`config.mk`:
```
export PLATFORM = sky130hd
export DESIGN_NAME = cn_msg_expander
export DESIGN_NICKNAME = d
export VERILOG_FILES = /design/src/rtl/cn_pkg.sv /design/src/rtl/cn_rec_fifo.sv /design/src/rtl/cn_msg_expander.sv
export SDC_FILE = /design/constraint.sdc
export NUM_CORES = 1
export LEC_CHECK = 0
export BUFFER_PORTS_ARGS = -buffer_cell sky130_fd_sc_hd__buf_4
export CORE_AREA = 2 2 105 56
export CTS_CLUSTER_DIAMETER = 50
export CTS_CLUSTER_SIZE = 12
export DETAILED_ROUTE_END_ITERATION = 12
export DIE_AREA = 0 0 107 58
export PLACE_DENSITY_LB_ADDON = 0.2
export SYNTH_ARGS = -nofsm -noshare
export SYNTH_HDL_FRONTEND = slang
export SYNTH_SLANG_ARGS = --single-unit
```
`constraint.sdc`:
```
create_clock -name clk -period 1.95 [get_ports clk]
set_input_delay 0 -clock clk [delete_from_list [all_inputs] [get_ports clk]]
set_output_delay 0 -clock clk [all_outputs]
set_load 0.005 [all_outputs]
```
`src/rtl/cn_pkg.sv`:
```
// Shared types and sizing for the min-sum check-node output stage.
// Optional macro OFFSET_MS_EN (used by cn_msg_expander) enables offset min-sum.
package cn_pkg;
  localparam int W      = 6;
  localparam int Wc     = 4;
  localparam int OFFSET = 1;
  localparam int IDXW   = $clog2(Wc);
  localparam int MW     = W - 1;

  typedef struct packed {
    logic [MW-1:0]   min1;
    logic [MW-1:0]   min2;
    logic [IDXW-1:0] idx;
    logic [Wc-1:0]   sign;
  } cn_rec_t;

  typedef struct packed {
    logic          sign;
    logic [MW-1:0] mag;
  } c2v_msg_t;
endpackage

```
`src/rtl/cn_rec_fifo.sv`:
```
// Two-entry record FIFO; exposes the head and the entry behind it.
module cn_rec_fifo
  import cn_pkg::*;
(
  input  logic       clk,
  input  logic       rst,
  input  logic       i_push,
  input  logic       i_pop,
  input  cn_rec_t    i_rec,
  output cn_rec_t    o_head,
  output cn_rec_t    o_next,
  output logic [1:0] o_count
);
  cn_rec_t    r_mem [2];
  logic       r_wptr;
  logic       r_rptr;
  logic [1:0] r_count;

  always_ff @(posedge clk) begin
    if (i_push) r_mem[r_wptr] <= i_rec;
  end

  always_ff @(posedge clk) begin
    if (rst) begin
      r_wptr  <= 1'b0;
      r_rptr  <= 1'b0;
      r_count <= 2'd0;
    end else begin
      if (i_push) r_wptr <= ~r_wptr;
      if (i_pop)  r_rptr <= ~r_rptr;
      r_count <= r_count + {1'b0, i_push} - {1'b0, i_pop};
    end
  end

  assign o_head  = r_mem[r_rptr];
  assign o_next  = r_mem[~r_rptr];
  assign o_count = r_count;
endmodule

```
`src/rtl/cn_msg_expander.sv`:
```
// Expands buffered check-node records into Wc serial check-to-variable messages.
// OFFSET_MS_EN: subtract OFFSET from every magnitude, saturating at zero.
module cn_msg_expander
  import cn_pkg::*;
(
  input  logic            clk,
  input  logic            rst,
  input  logic            in_valid,
  output logic            in_ready,
  input  logic [W-2:0]    in_min1,
  input  logic [W-2:0]    in_min2,
  input  logic [IDXW-1:0] in_idx,
  input  logic [Wc-1:0]   in_sign,
  output logic            out_valid,
  input  logic            out_ready,
  output logic [W-1:0]    out_msg,
  output logic [IDXW-1:0] out_edge,
  output logic            out_last
);
  typedef enum logic {IDLE, EMIT} state_t;

  state_t          r_state;
  logic            r_ready;
  logic            r_valid;
  c2v_msg_t        r_msg;
  logic [IDXW-1:0] r_edge;
  logic            r_last;

  cn_rec_t         w_in_rec;
  cn_rec_t         w_head;
  cn_rec_t         w_next;
  cn_rec_t         w_nxt_rec;
  logic [1:0]      w_count;
  logic [1:0]      w_cnt_nxt;
  logic            w_push;
  logic            w_pop;
  logic            w_nxt_avail;
  logic [IDXW-1:0] w_edge_inc;

  function automatic c2v_msg_t expand(cn_rec_t r, logic [IDXW-1:0] k);
    c2v_msg_t m;
    m.sign = (^r.sign) ^ r.sign[k];
    m.mag  = (k == r.idx) ? r.min2 : r.min1;
`ifdef OFFSET_MS_EN
    m.mag  = (m.mag > MW'(OFFSET)) ? m.mag - MW'(OFFSET) : '0;
`endif
    return m;
  endfunction

  assign w_in_rec = '{min1: in_min1, min2: in_min2, idx: in_idx, sign: in_sign};
  assign w_push   = in_valid && r_ready;
  assign w_pop    = (r_state == EMIT) && out_ready && (r_edge == IDXW'(Wc - 1));

  cn_rec_fifo u_fifo (
    .clk     (clk),
    .rst     (rst),
    .i_push  (w_push),
    .i_pop   (w_pop),
    .i_rec   (w_in_rec),
    .o_head  (w_head),
    .o_next  (w_next),
    .o_count (w_count)
  );

  assign w_cnt_nxt   = w_count + {1'b0, w_push} - {1'b0, w_pop};
  // After a pop the follow-on record is either the second buffered entry or
  // the one arriving this cycle, which lets records stream without a bubble.
  assign w_nxt_rec   = (w_count == 2'd2) ? w_next : w_in_rec;
  assign w_nxt_avail = (w_count == 2'd2) || w_push;
  assign w_edge_inc  = r_edge + 1'b1;

  always_ff @(posedge clk) begin
    if (rst) begin
      r_state <= IDLE;
      r_ready <= 1'b0;
      r_valid <= 1'b0;
      r_msg   <= '0;
      r_edge  <= '0;
      r_last  <= 1'b0;
    end else begin
      r_ready <= (w_cnt_nxt < 2'd2);
      case (r_state)
        IDLE: begin
          // FIFO is empty here, so the arriving record is the head.
          if (w_push) begin
            r_msg   <= expand(w_in_rec, '0);
            r_edge  <= '0;
            r_last  <= 1'b0;
            r_valid <= 1'b1;
            r_state <= EMIT;
          end
        end
        EMIT: begin
          if (out_ready) begin
            if (!r_last) begin
              r_msg  <= expand(w_head, w_edge_inc);
              r_edge <= w_edge_inc;
              r_last <= (w_edge_inc == IDXW'(Wc - 1));
            end else if (w_nxt_avail) begin
              r_msg  <= expand(w_nxt_rec, '0);
              r_edge <= '0;
              r_last <= 1'b0;
            end else begin
              r_edge  <= '0;
              r_last  <= 1'b0;
              r_valid <= 1'b0;
              r_state <= IDLE;
            end
          end
        end
        default: r_state <= IDLE;
      endcase
    end
  end

  assign in_ready  = r_ready;
  assign out_valid = r_valid;
  assign out_msg   = r_msg;
  assign out_edge  = r_edge;
  assign out_last  = r_last;
endmodule

```
==> results.yml <==
global_routing:
  groute.usage.overall_pct: 19.73
  grt_overflow: 0
  antenna_found_initial: 0
  grt_pass1_vias: 1705
  grt_max_degree: 20
  grt_pass1_wl_mm: 9.177
synthesis:
  yosysWarnings: 0
  synth-seq-area-share_pct: 50.56
  async_flop_share_pct: 0
  synth.area.top_cells: "edfxtp_1, dfxtp_1, mux2i_1"
  synth_edf_count: 32
  synth_top_area_cell: "edfxtp_1"
  ys_ff_latch: 49
  synth_area_per_cell_um2: 11.54
  ys_types: 39
  synth_top_area_share_pct: 37.34
  synth_area_mm2: 0.002574
  synthCells: 223
  syn_nets: 247
  synthFlopType: "edfxtp_1"
pwr:
  p_comb_share_pct: 15.2
  p_clk_share_pct: 27.4
  power.switching_mw: 0.5101
  irDropWorstVdd_mv: 0.3761
  seq_power_share_pct: 57.5
  swShare_pct: 24.59
  intPower_mw: 1.564
  cellPowerDensity_mw_per_mm2: 657.1
  p_leak_nw: 1.191
  total_power_mw: 2.074
placed_design:
  dp_slack_ns: -0.01655
  dp_hpwl_mm: 4.018
  gp_congestion: 0.8134
  port_buffers: 30
critical_path:
  cp-start-kind: "register"
  worstPathRequired_ns: 2.14
  cp_max_fo: 6
  criticalPathCategory: "reg -> reg"
  worstPathArrival_ns: 2.02
  cp-end-kind: "register"
sta:
  post-route-period-util_pct: 93.97
  hold_violations: 0
  finalMaxSlewViolations: 0
  setup_viol: 0
  clock.fmax_mhz: 545.8
  slew_headroom_pct: 61.22
  hold_slack_ns: 0.04094
  rsz0062_at_grt: "no"
  fin_skew_ns: 0.003693
  worstMarginPinSlew_ns: 0.5816
  fin_crit_ns: 1.832
  worst_slack_ns: 0.1177
job:
  max-cap-violations: 0
detailed_routing:
  vias: 1838
  via_per_inst: 5.297
  drt_wl_total_mm: 5.680
  ant_nets: 0
  drc: 0
  drtIter0Drc: 89
  dr.pass1.iters: 4
  wire_per_inst_um: 16.37
outcome:
  run_status: "complete, no violations"
floorplan:
  die_x_um: 107
  start_util_pct: 48.55
  coreArea_mm2: 0.005301
  pin_count: 31
  fp-row-count: 19
  die-area_mm2: 0.006206
  die_h_um: 58
cells_and_area:
  final_common_cell: "buf_4"
  nNetsFinal: 297
  drive_gt1_share_pct: 22.99
  final_cell_mix: "buf_4, edfxtp_1, mux2i_1, a21oi_1, dfxtp_1"
  num_antenna_cells: 0
  area_delta_synth_final_pct: 22.65
clocking:
  path_clk_slew_ns: 0.09
  htree_num_levels: 2
  cts_buffers: 5
  cts_root_buf: "clkbuf_8"
  cts_buffer_depth: 2
  clk_latency_ns: 0.29
  cts.sinks: 49
  tritoncts: "yes"
hold_path:
  hold_class: "in -> reg"
==> kinds of logic after synthesis <==
group,share of synthesized area (%)
buffers and inverters,3.160
flip-flops,50.56
AO/OA/AOI/OAI,14.05
AND/OR/NAND/NOR,10.60
XOR/XNOR,6.660
adder cells (fa/ha/maj),1.945
multiplexers,13.03
==> flip-flops by register name, summed over array words and instances, names as in the netlist, named ones only <==
register,cells
in_ready,1
out_edge,2
out_last,1
out_msg,6
out_valid,1
r_state,1
u_fifo.o_count,2
u_fifo.r_mem,32
u_fifo.r_rptr,1
u_fifo.r_wptr,1
==> power by group through the flow <==
stage	logic, mW	clock network (mW)	registers, mW
after global placement	0.282	0	1.21
final	0.314	0.568	1.19
after CTS	0.313	0.582	1.19
after detailed placement	0.286	0	1.21
after floorplan	0.173	0	1.21
after global routing	0.342	0.639	1.20
==> final cells by class <==
type / instances / area, um2
clock inverter: 3 / 12.51
timing repair buffer: 56 / 460.4
sequential: 49 / 1301
inverter: 4 / 15.01
clock buffer: 5 / 68.82
fill: 441 / 2145
multi-input combinational: 157 / 1207
tap: 73 / 91.34
==> cell usage after synthesis, types with 2 or more instances <==
cell type and instances:
edfxtp_1 32, o32ai_2 5, a21oi_1 17, mux2i_1 26
nor3_1 4, mux2_4 5, nor2_1 16, nand3_1 4
buf_2 5, xnor2_1 13, nand2_1 4, and2_1 2
dfxtp_1 17, clkbuf_1 5, nand2b_1 2, a211oi_1 10
and3_1 2, xor2_1 4, inv_1 4, o21ai_0 11
or3_1 2, nor2b_1 13, ha_1 4
==> worst max-delay path: stages, from the launching register on <==
cell     delay (ns)
dfxtp_1        0.36
inv_1          0.10
ha_4           0.34
mux2i_1        0.24
xnor2_1        0.08
or3_1          0.30
a41oi_1        0.22
o21ai_1        0.07
==> worst paths after layout <==
path                      start       endpoint  slack, ns  cells past startpoint
hold reg to reg   u_fifo.r_wptr  u_fifo.r_wptr       0.54                      2
hold / removal              rst  u_fifo.r_wptr       0.04                      2
setup reg to reg    out_edge[0]     out_msg[5]       0.12                      7
setup / recovery    out_edge[0]     out_msg[5]       0.12                      7
==> layer usage <==
metal,global-route usage (%),wire length (um),vias up
met1,31.54,2941,864
met4,4.453,50,0
met2,27.12,2336,52
li1,-,-,916
met5,0,0,-
met3,4.387,351,6
==> stage by stage <==
step	setup TNS [ns]	std cells	area, um2	utilization (%)
detailed placement	-0.01655	323	2899	54.68
global route	0	347	3157	59.55
finish	0	347	3157	59.55
floorplan	0	223	2574	-
global placement	0	323	2899	54.68
CTS	0	347	3143	59.29
==> what timing repair did <==
item,in CTS,in global routing
setup endpoints to repair,1,1
resized for setup,1,2
endpoints found under the hold margin,32,0
setup buffers,0,0
hold buffers,16,0
(Power assumes the default switching activity.)
